$ cat src/rtl/vgg_pkg.sv
// Shared definitions for the VGG16-lite input path: default geometry,
// the packer FSM state encoding and a counter-width helper.
package vgg_pkg;

  localparam int DEF_DWIDTH         = 32;
  localparam int DEF_NUM_CHANNEL_IN = 8;
  localparam int DEF_WIDTH          = 56;
  localparam int DEF_HEIGHT         = 56;
  localparam int FRAME_PIXELS       = DEF_WIDTH * DEF_HEIGHT;

  // Two-state packer FSM: gather channel beats, then hold the word for the FIFO.
  typedef enum logic {
    COLLECT = 1'b0,
    PUSH    = 1'b1
  } state_e;

  // Width of a counter covering 0..n-1, never narrower than one bit.
  function automatic int cnt_width(input int n);
    return (n > 1) ? $clog2(n) : 1;
  endfunction

endpackage

$ cat src/rtl/vgg_input_packer.sv
// Serial-to-parallel channel packer feeding the VGG16-lite input FIFO.
// Gathers NUM_CHANNEL_ACTIVE channel words per pixel into lanes of one
// wide word, zero-pads the unused lanes, writes it to the FIFO and tracks
// frame boundaries so a misplaced s_last is flagged.
module vgg_input_packer
  import vgg_pkg::*;
#(
  parameter int DWIDTH             = DEF_DWIDTH,
  parameter int NUM_CHANNEL_IN     = DEF_NUM_CHANNEL_IN,
  parameter int NUM_CHANNEL_ACTIVE = 3,
  parameter int WIDTH              = DEF_WIDTH,
  parameter int HEIGHT             = DEF_HEIGHT
) (
  input  logic                             clk,
  input  logic                             resetn,
  input  logic [DWIDTH-1:0]                s_data,
  input  logic                             s_valid,
  output logic                             s_ready,
  input  logic                             s_last,
  output logic [NUM_CHANNEL_IN*DWIDTH-1:0] ff_wdata,
  output logic                             ff_wrreq,
  input  logic                             ff_full,
  output logic                             frame_done,
  output logic                             frame_err,
  output logic                             busy
);

  localparam int NUM_PIXELS = WIDTH * HEIGHT;
  localparam int CH_W       = cnt_width(NUM_CHANNEL_IN);
  localparam int PIX_W      = cnt_width(NUM_PIXELS);

  localparam logic [CH_W-1:0]  CH_LAST  = CH_W'(NUM_CHANNEL_ACTIVE - 1);
  localparam logic [PIX_W-1:0] PIX_LAST = PIX_W'(NUM_PIXELS - 1);

  state_e            state_q, state_d;
  logic [CH_W-1:0]   ch_cnt_q, ch_cnt_d;
  logic [PIX_W-1:0]  pix_cnt_q, pix_cnt_d;
  logic              frame_done_q, frame_done_d;
  logic              frame_err_q, frame_err_d;
  logic [DWIDTH-1:0] lane_q [NUM_CHANNEL_IN];

  logic beat_acc;
  logic last_ch;
  logic pix_wrap;
  logic write_done;
  logic expected_last;

  // s_ready is a pure decode of the registered state so upstream never
  // sees a combinational path back from ff_full.
  assign s_ready       = (state_q == COLLECT);
  assign beat_acc      = s_valid && s_ready;
  assign last_ch       = (ch_cnt_q == CH_LAST);
  assign pix_wrap      = (pix_cnt_q == PIX_LAST);
  assign ff_wrreq      = (state_q == PUSH) && !ff_full;
  assign write_done    = ff_wrreq;
  assign expected_last = pix_wrap && last_ch;

  assign busy       = (state_q == PUSH) || (ch_cnt_q != '0);
  assign frame_done = frame_done_q;
  assign frame_err  = frame_err_q;

  // Lane k sits at bits [(k+1)*DWIDTH-1 : k*DWIDTH] of the FIFO word.
  for (genvar gi = 0; gi < NUM_CHANNEL_IN; gi++) begin : g_flatten
    assign ff_wdata[gi*DWIDTH +: DWIDTH] = lane_q[gi];
  end

  // Next-state logic for the FSM, counters and frame status flags.
  always_comb begin
    state_d      = state_q;
    ch_cnt_d     = ch_cnt_q;
    pix_cnt_d    = pix_cnt_q;
    frame_done_d = 1'b0;
    frame_err_d  = frame_err_q;

    case (state_q)
      COLLECT: begin
        if (beat_acc && last_ch) begin
          state_d = PUSH;
        end
      end
      PUSH: begin
        if (write_done) begin
          state_d = COLLECT;
        end
      end
      default: state_d = COLLECT;
    endcase

    if (beat_acc) begin
      ch_cnt_d = last_ch ? '0 : ch_cnt_q + CH_W'(1);
      // A misplaced s_last is only reported; the stream is not resynced.
      if (s_last != expected_last) begin
        frame_err_d = 1'b1;
      end
    end

    if (write_done) begin
      pix_cnt_d    = pix_wrap ? '0 : pix_cnt_q + PIX_W'(1);
      frame_done_d = pix_wrap;
    end
  end

  // Control registers; an asynchronous reset drops any partial or pending pixel.
  always_ff @(posedge clk or negedge resetn) begin
    if (!resetn) begin
      state_q      <= COLLECT;
      ch_cnt_q     <= '0;
      pix_cnt_q    <= '0;
      frame_done_q <= 1'b0;
      frame_err_q  <= 1'b0;
    end else begin
      state_q      <= state_d;
      ch_cnt_q     <= ch_cnt_d;
      pix_cnt_q    <= pix_cnt_d;
      frame_done_q <= frame_done_d;
      frame_err_q  <= frame_err_d;
    end
  end

  // Lane file: write the accepted beat into lane ch_cnt and clear padding
  // lanes when the pixel completes, so the held word is always well defined.
  always_ff @(posedge clk or negedge resetn) begin
    if (!resetn) begin
      for (int k = 0; k < NUM_CHANNEL_IN; k++) begin
        lane_q[k] <= '0;
      end
    end else if (beat_acc) begin
      for (int k = 0; k < NUM_CHANNEL_IN; k++) begin
        if (k < NUM_CHANNEL_ACTIVE) begin
          if (ch_cnt_q == CH_W'(k)) begin
            lane_q[k] <= s_data;
          end
        end else if (last_ch) begin
          lane_q[k] <= '0;
        end
      end
    end
  end

endmodule

$ cat config.mk
export PLATFORM = sky130hd
export DESIGN_NAME = vgg_input_packer
export DESIGN_NICKNAME = d
export VERILOG_FILES = /design/src/rtl/vgg_pkg.sv /design/src/rtl/vgg_input_packer.sv
export SDC_FILE = /design/constraint.sdc
export NUM_CORES = 1
export LEC_CHECK = 0
export ABC_CLOCK_PERIOD_IN_PS = 1700
export BUFFER_PORTS_ARGS = -buffer_cell sky130_fd_sc_hd__buf_2
export CORE_MARGIN = 1
export CORE_UTILIZATION = 42
export CTS_CLUSTER_SIZE = 14
export DETAILED_ROUTE_END_ITERATION = 12
export PLACE_DENSITY = 0.79
export SLEW_MARGIN = 30
export SYNTH_ARGS = -nofsm -noshare
export SYNTH_HDL_FRONTEND = slang
export SYNTH_SLANG_ARGS = --single-unit
$ cat constraint.sdc
create_clock -name clk -period 1.7 [get_ports clk]
set_clock_uncertainty 0.15 [all_clocks]
set_input_delay 0 -clock clk [delete_from_list [all_inputs] [get_ports clk]]
set_output_delay 0 -clock clk [all_outputs]
set_load 0.005 [all_outputs]
**Word-level counts from Yosys, hierarchy flattened**

Index checks and enable logic that the tools add are counted.

- Bits of input ports: 37
- Word-level logic and storage cells: 33
- Bits in registers: 114
- Output and inout port bits: 261

- Mux-type cells: 6
- Equal/unequal tests: 4
- Bitwise operators: 1
- Reduce and logical (&&, ||, !) cells: 12
- $add $sub $neg: 2

Operators by type and width:

| kind | count |
|---|---|
| $add 12x1->12 const B | 1 |
| $eq 12x12->1 const B | 1 |
| $mux 12 | 1 |
| $reduce_and 2->1 | 4 |
| $logic_and 1x1->1 | 4 |
| $add 3x1->3 const B | 1 |
| $eq 3x1->1 const B | 1 |
| $eq 3x2->1 const B | 1 |
| $logic_not 3->1 | 1 |
| $mux 1 | 3 |
| $mux 3 | 1 |
| $reduce_bool 3->1 | 1 |
| $pmux 1 s2 | 1 |
| $logic_not 1->1 | 1 |
| $logic_or 1x1->1 | 1 |
| $ne 1x1->1 | 1 |
| $not 1->1 | 1 |

**Depth between registers and ports, before layout**

- Depth in word-level cells: 5
- Depth in mapped cells: 6
- Mapped depth without buffers: 5

**Worst setup path before layout**

Ideal clock, no wire load.

- Kind: register to register
- Start: register ch_cnt_q[0]
- End: register lane_q, in the netlist ff_wdata[66]
- Data arrival time: 1.601 ns
- Slack: -0.176 ns
- Period minus slack after synthesis: 1.876 ns
- Buffers on the path: 3
- Stages on the path, launching flop included: 6
- Setup time: 0.125 ns
- Data required time: 1.425 ns
- Cells stage by stage: dfrtp_1 > clkbuf_1 > or4_4 > buf_6 > buf_12 > mux2_4

- Longest elaborated chain between the ends: 2

Ends and longest elaborated chain:

| what | line | text |
|---|---|---|
| start, declared | vgg_input_packer.sv:36 | `logic [CH_W-1:0] ch_cnt_q, ch_cnt_d;` |
| start signal, assigned | vgg_input_packer.sv:113 | `ch_cnt_q <= ch_cnt_d;` |
| $eq 3x2->1 | vgg_input_packer.sv:130 | `if (ch_cnt_q == CH_W'(k)) begin` |
| $reduce_and 2->1 (no source line) | n/a |  |
| end signal, assigned by index | vgg_input_packer.sv:131 | `lane_q[k] <= s_data;` |
| end, declared | vgg_input_packer.sv:40 | `logic [DWIDTH-1:0] lane_q [NUM_CHANNEL_IN];` |

Every way passes these cells.
A chain may end at the register's enable or synchronous reset.

**Worst setup path in the final report**

- Start: register ch_cnt_q[1]
- End: register lane_q, in the netlist ff_wdata[84]

Same word-level chain as after synthesis.

==> reports/qor.yml <==
cellLeakagePower_uw: 0.00377
worst_slew_margin_rel: 0.480
powerDensity_nw_per_um2: 1660
ys_seq_area_frac: 0.490
status: "complete, but fails checks"
finalSetupViolCount: 31
design.portCount: 298
netlist_area_um2: 5820
design.core.area_um2: 13400
share_of_the_synthesized_area_in_the_top_cell_type: 0.490
synth_cell_type_count: 37
setup.worst_path.class: "flip-flop to flip-flop"
starting_utilization_of_the_core_area: 0.435
place_hpwl_mm: 7.66
areaGrowthSynthToFinish_pct: 25.2
port_buffers: 137
period_needed_ns: 1.75
final.hold.worst_slack_ns: 0.00812
worstSkewPairLatency_ns: 0.40
wirelength_mm: 11.3
place.gp.congestion: 0.770
maxClockFrequency_mhz: 570
timing.critical_path.fanout_max: 15
routed_wire_length_per_instance_um: 13.1
power.ir.vdd_worst_mv: 0.714
syn_area_per_cell_um2: 12.5
fin_crit_sh: 1.03
cp_data_required_time_ns: 1.83
critPathArrivalTime_ns: 1.88
worst_r2r_endpoint: "ff_wdata[84]"
dr.first_iter.drc_count: 120
first_pass_grt_wire_length_mm: 17.6
holdCritPathClass: "input pin to asynchronous set/reset pin"
die_area_um2: 14300
post-layout-total-power_uw: 12100
num_vias: 3583
chipWidth_um: 120
cts_buffers: 17
failed_checks: "setup timing"
setup-tns-final_ns: -1.27
die_h_um: 120
cts-root-buf: "sky130_fd_sc_hd__clkbuf_16"
synth-async-reset-ratio: 1.00
postSynthRegisterBits: 114
rsz0062_at_grt: "yes"
yosys_most_used_dff: "sky130_fd_sc_hd__dfrtp_1"
grt.overflow.total: 0
remaining_routing_drc_violations: 0
diodes: 0
detailedRoute.firstPassIterationCount: 4
synth-edff-count: 0
final_max_slew_viol_count: 0
synthTopCellsByArea: "sky130_fd_sc_hd__dfrtp_1 49%, sky130_fd_sc_hd__buf_4 21%, sky130_fd_sc_hd__mux2_2 13%"
final_layout_size_suffix_gt1_frac: 0.444
clock-sinks: 114
finalHoldViolations: 0
worst_setup_path_startpoint: "ch_cnt_q[1]"
grt_antenna_before_repair: 0
r2r_start: "ch_cnt_q[1]"
avgViaCountPerCell: 4.17
end_point_of_the_critical_path: "ff_wdata[84]"
rr_worst_depth: 4
placementRows: 42
globalRouteTotalUtil: 0.158
ctsHtreeMaxLevel: 4
timing_worst_slew_pin_value_ns: 0.778
cts_tree: "done"
synth_cells: 466
max_cap_viol_count: 0
clock_tree.buffer_depth: 2
regToRegSetupSlack_ns: -0.05
clk_pin_slew_ns: 0.06
cp-start-kind: "flip-flop"
maximum_number_of_pins_on_one_net_before_global_route_repair: 53
via_count_of_the_first_global_routing_pass: 3412
final_antenna_violating_net_count: 0
post-route-worst-setup-slack_ns: -0.0545
setup.worst_path.end_class: "flip-flop"
yosysTopAreaCell: "sky130_fd_sc_hd__dfrtp_1"
final_nets: 709
ys.warnings.count: 0
kinds of logic (layout without fill, tap and decap cells):
family | count (synthesis) | count (layout) | synth area share
simple gates | 56 | 56 | 0.0494
buf+inv | 175 | 234 | 0.227
xor+xnor | 7 | 7 | 0.0105
compound gates | 15 | 15 | 0.0144
flops | 114 | 114 | 0.490
other cells | 1 | 160 | 0.000644
mux | 97 | 97 | 0.206
fa+ha+maj | 1 | 1 | 0.00215
final cells by class:
cell class / instances / area [um2]
fillers: 1141 / 6110
flip-flops and latches: 114 / 2850
multi-input cells: 336 / 2310
repair buffers: 199 / 1340
clock buffers: 17 / 425
well taps: 176 / 220
clock inverters: 15 / 135
inverters: 3 / 11.3
metal layers:
| metal | track usage | up-vias | share of wire |
|---|---|---|---|
| met4 | 0.0672 | 0 | 0.018 |
| met5 | 0 | - | 0 |
| met2 | 0.264 | 173 | 0.52 |
| met3 | 0.0318 | 18 | 0.056 |
| li1 | - | 1656 | - |
| met1 | 0.198 | 1736 | 0.41 |
repair_timing:
action / 4_1_cts / 5_1_grt
endpoints found under the hold margin: 217 / 0
resized for setup: 5 / 11
hold buffers: 37 / 0
pin swaps: 1 / 0
buffers inserted: 0 / 1
setup endpoints to repair: 85 / 104
cell usage in the layout, fill, tap and decap left out, types with 4 or more instances in the layout:
| cell | Yosys | final |
|---|---|---|
| sky130_fd_sc_hd__xnor2_1 | 6 | 6 |
| sky130_fd_sc_hd__buf_12 | 3 | 6 |
| sky130_fd_sc_hd__buf_2 | 6 | 136 |
| sky130_fd_sc_hd__dlygate4sd3_1 | 0 | 37 |
| sky130_fd_sc_hd__clkbuf_16 | 0 | 17 |
| sky130_fd_sc_hd__nand3_1 | 10 | 9 |
| sky130_fd_sc_hd__buf_4 | 160 | 17 |
| sky130_fd_sc_hd__nor2_1 | 6 | 4 |
| sky130_fd_sc_hd__dfrtp_1 | 114 | 114 |
| sky130_fd_sc_hd__mux2_2 | 67 | 67 |
| sky130_fd_sc_hd__clkinv_2 | 0 | 4 |
| sky130_fd_sc_hd__clkinvlp_4 | 0 | 4 |
| sky130_fd_sc_hd__nand2_1 | 19 | 18 |
| sky130_fd_sc_hd__mux2_4 | 29 | 29 |
| sky130_fd_sc_hd__o21ai_0 | 9 | 9 |
| sky130_fd_sc_hd__conb_1 | 1 | 160 |
how the worst min path moves through the flow:
stage | startpoint | end | slack (ns) | cells after the start
finish | resetn | ff_wdata[88] | 0.008 | 3
global route | resetn | ff_wdata[20] | 0.02 | 3
CTS | resetn | ff_wdata[87] | 0.02 | 3
detailed placement | resetn | ff_wdata[21] | -0.24 | 1
global placement | resetn | ff_wdata[85] | -0.25 | 1
floorplan | resetn | ch_cnt_q[0] | -0.45 | 0
critical path, stage by stage (launching register included):
cell                      delay (ns)
sky130_fd_sc_hd__dfrtp_1        0.36
sky130_fd_sc_hd__inv_2          0.04
sky130_fd_sc_hd__or4_4          0.58
sky130_fd_sc_hd__buf_12         0.19
sky130_fd_sc_hd__mux2_4         0.30
synthesized netlist by cell type, drive strengths merged (2+ instances only):
| cell | n |
|---|---|
| buf | 170 |
| dfrtp | 114 |
| mux2 | 96 |
| nand2 | 19 |
| nand3 | 10 |
| o21ai | 9 |
| nor2 | 6 |
| xnor2 | 6 |
| a21oi | 3 |
| inv | 3 |
| nand2b | 3 |
| nor2b | 3 |
| nor3 | 3 |
| clkbuf | 2 |
| nand4 | 2 |
| or4 | 2 |
flip-flops by register name, summed over array words and instances (netlist names):
name and cells:
ch_cnt_q 3, frame_done 1, frame_err 1, pix_cnt_q 12
ff_wdata 96, state_q 1
through the flow:
step,utilization,area (um2),cells,setup slack (ns)
after floorplan,-,6430,625,-0.148
after global placement,0.469,6280,790,-0.0274
after detailed placement,0.469,6280,790,-0.0533
after CTS,0.540,7230,859,-0.0641
after global routing,0.544,7290,860,-0.0992
final,0.544,7290,860,-0.0545
power breakdown:
part	leakage, uW	switching (uW)	internal [uW]
registers	0.00138	633	3970
clock network	0.000267	1310	2020
logic	0.00212	1640	2500
No activity file was read; power rests on OpenSTA's default activity.
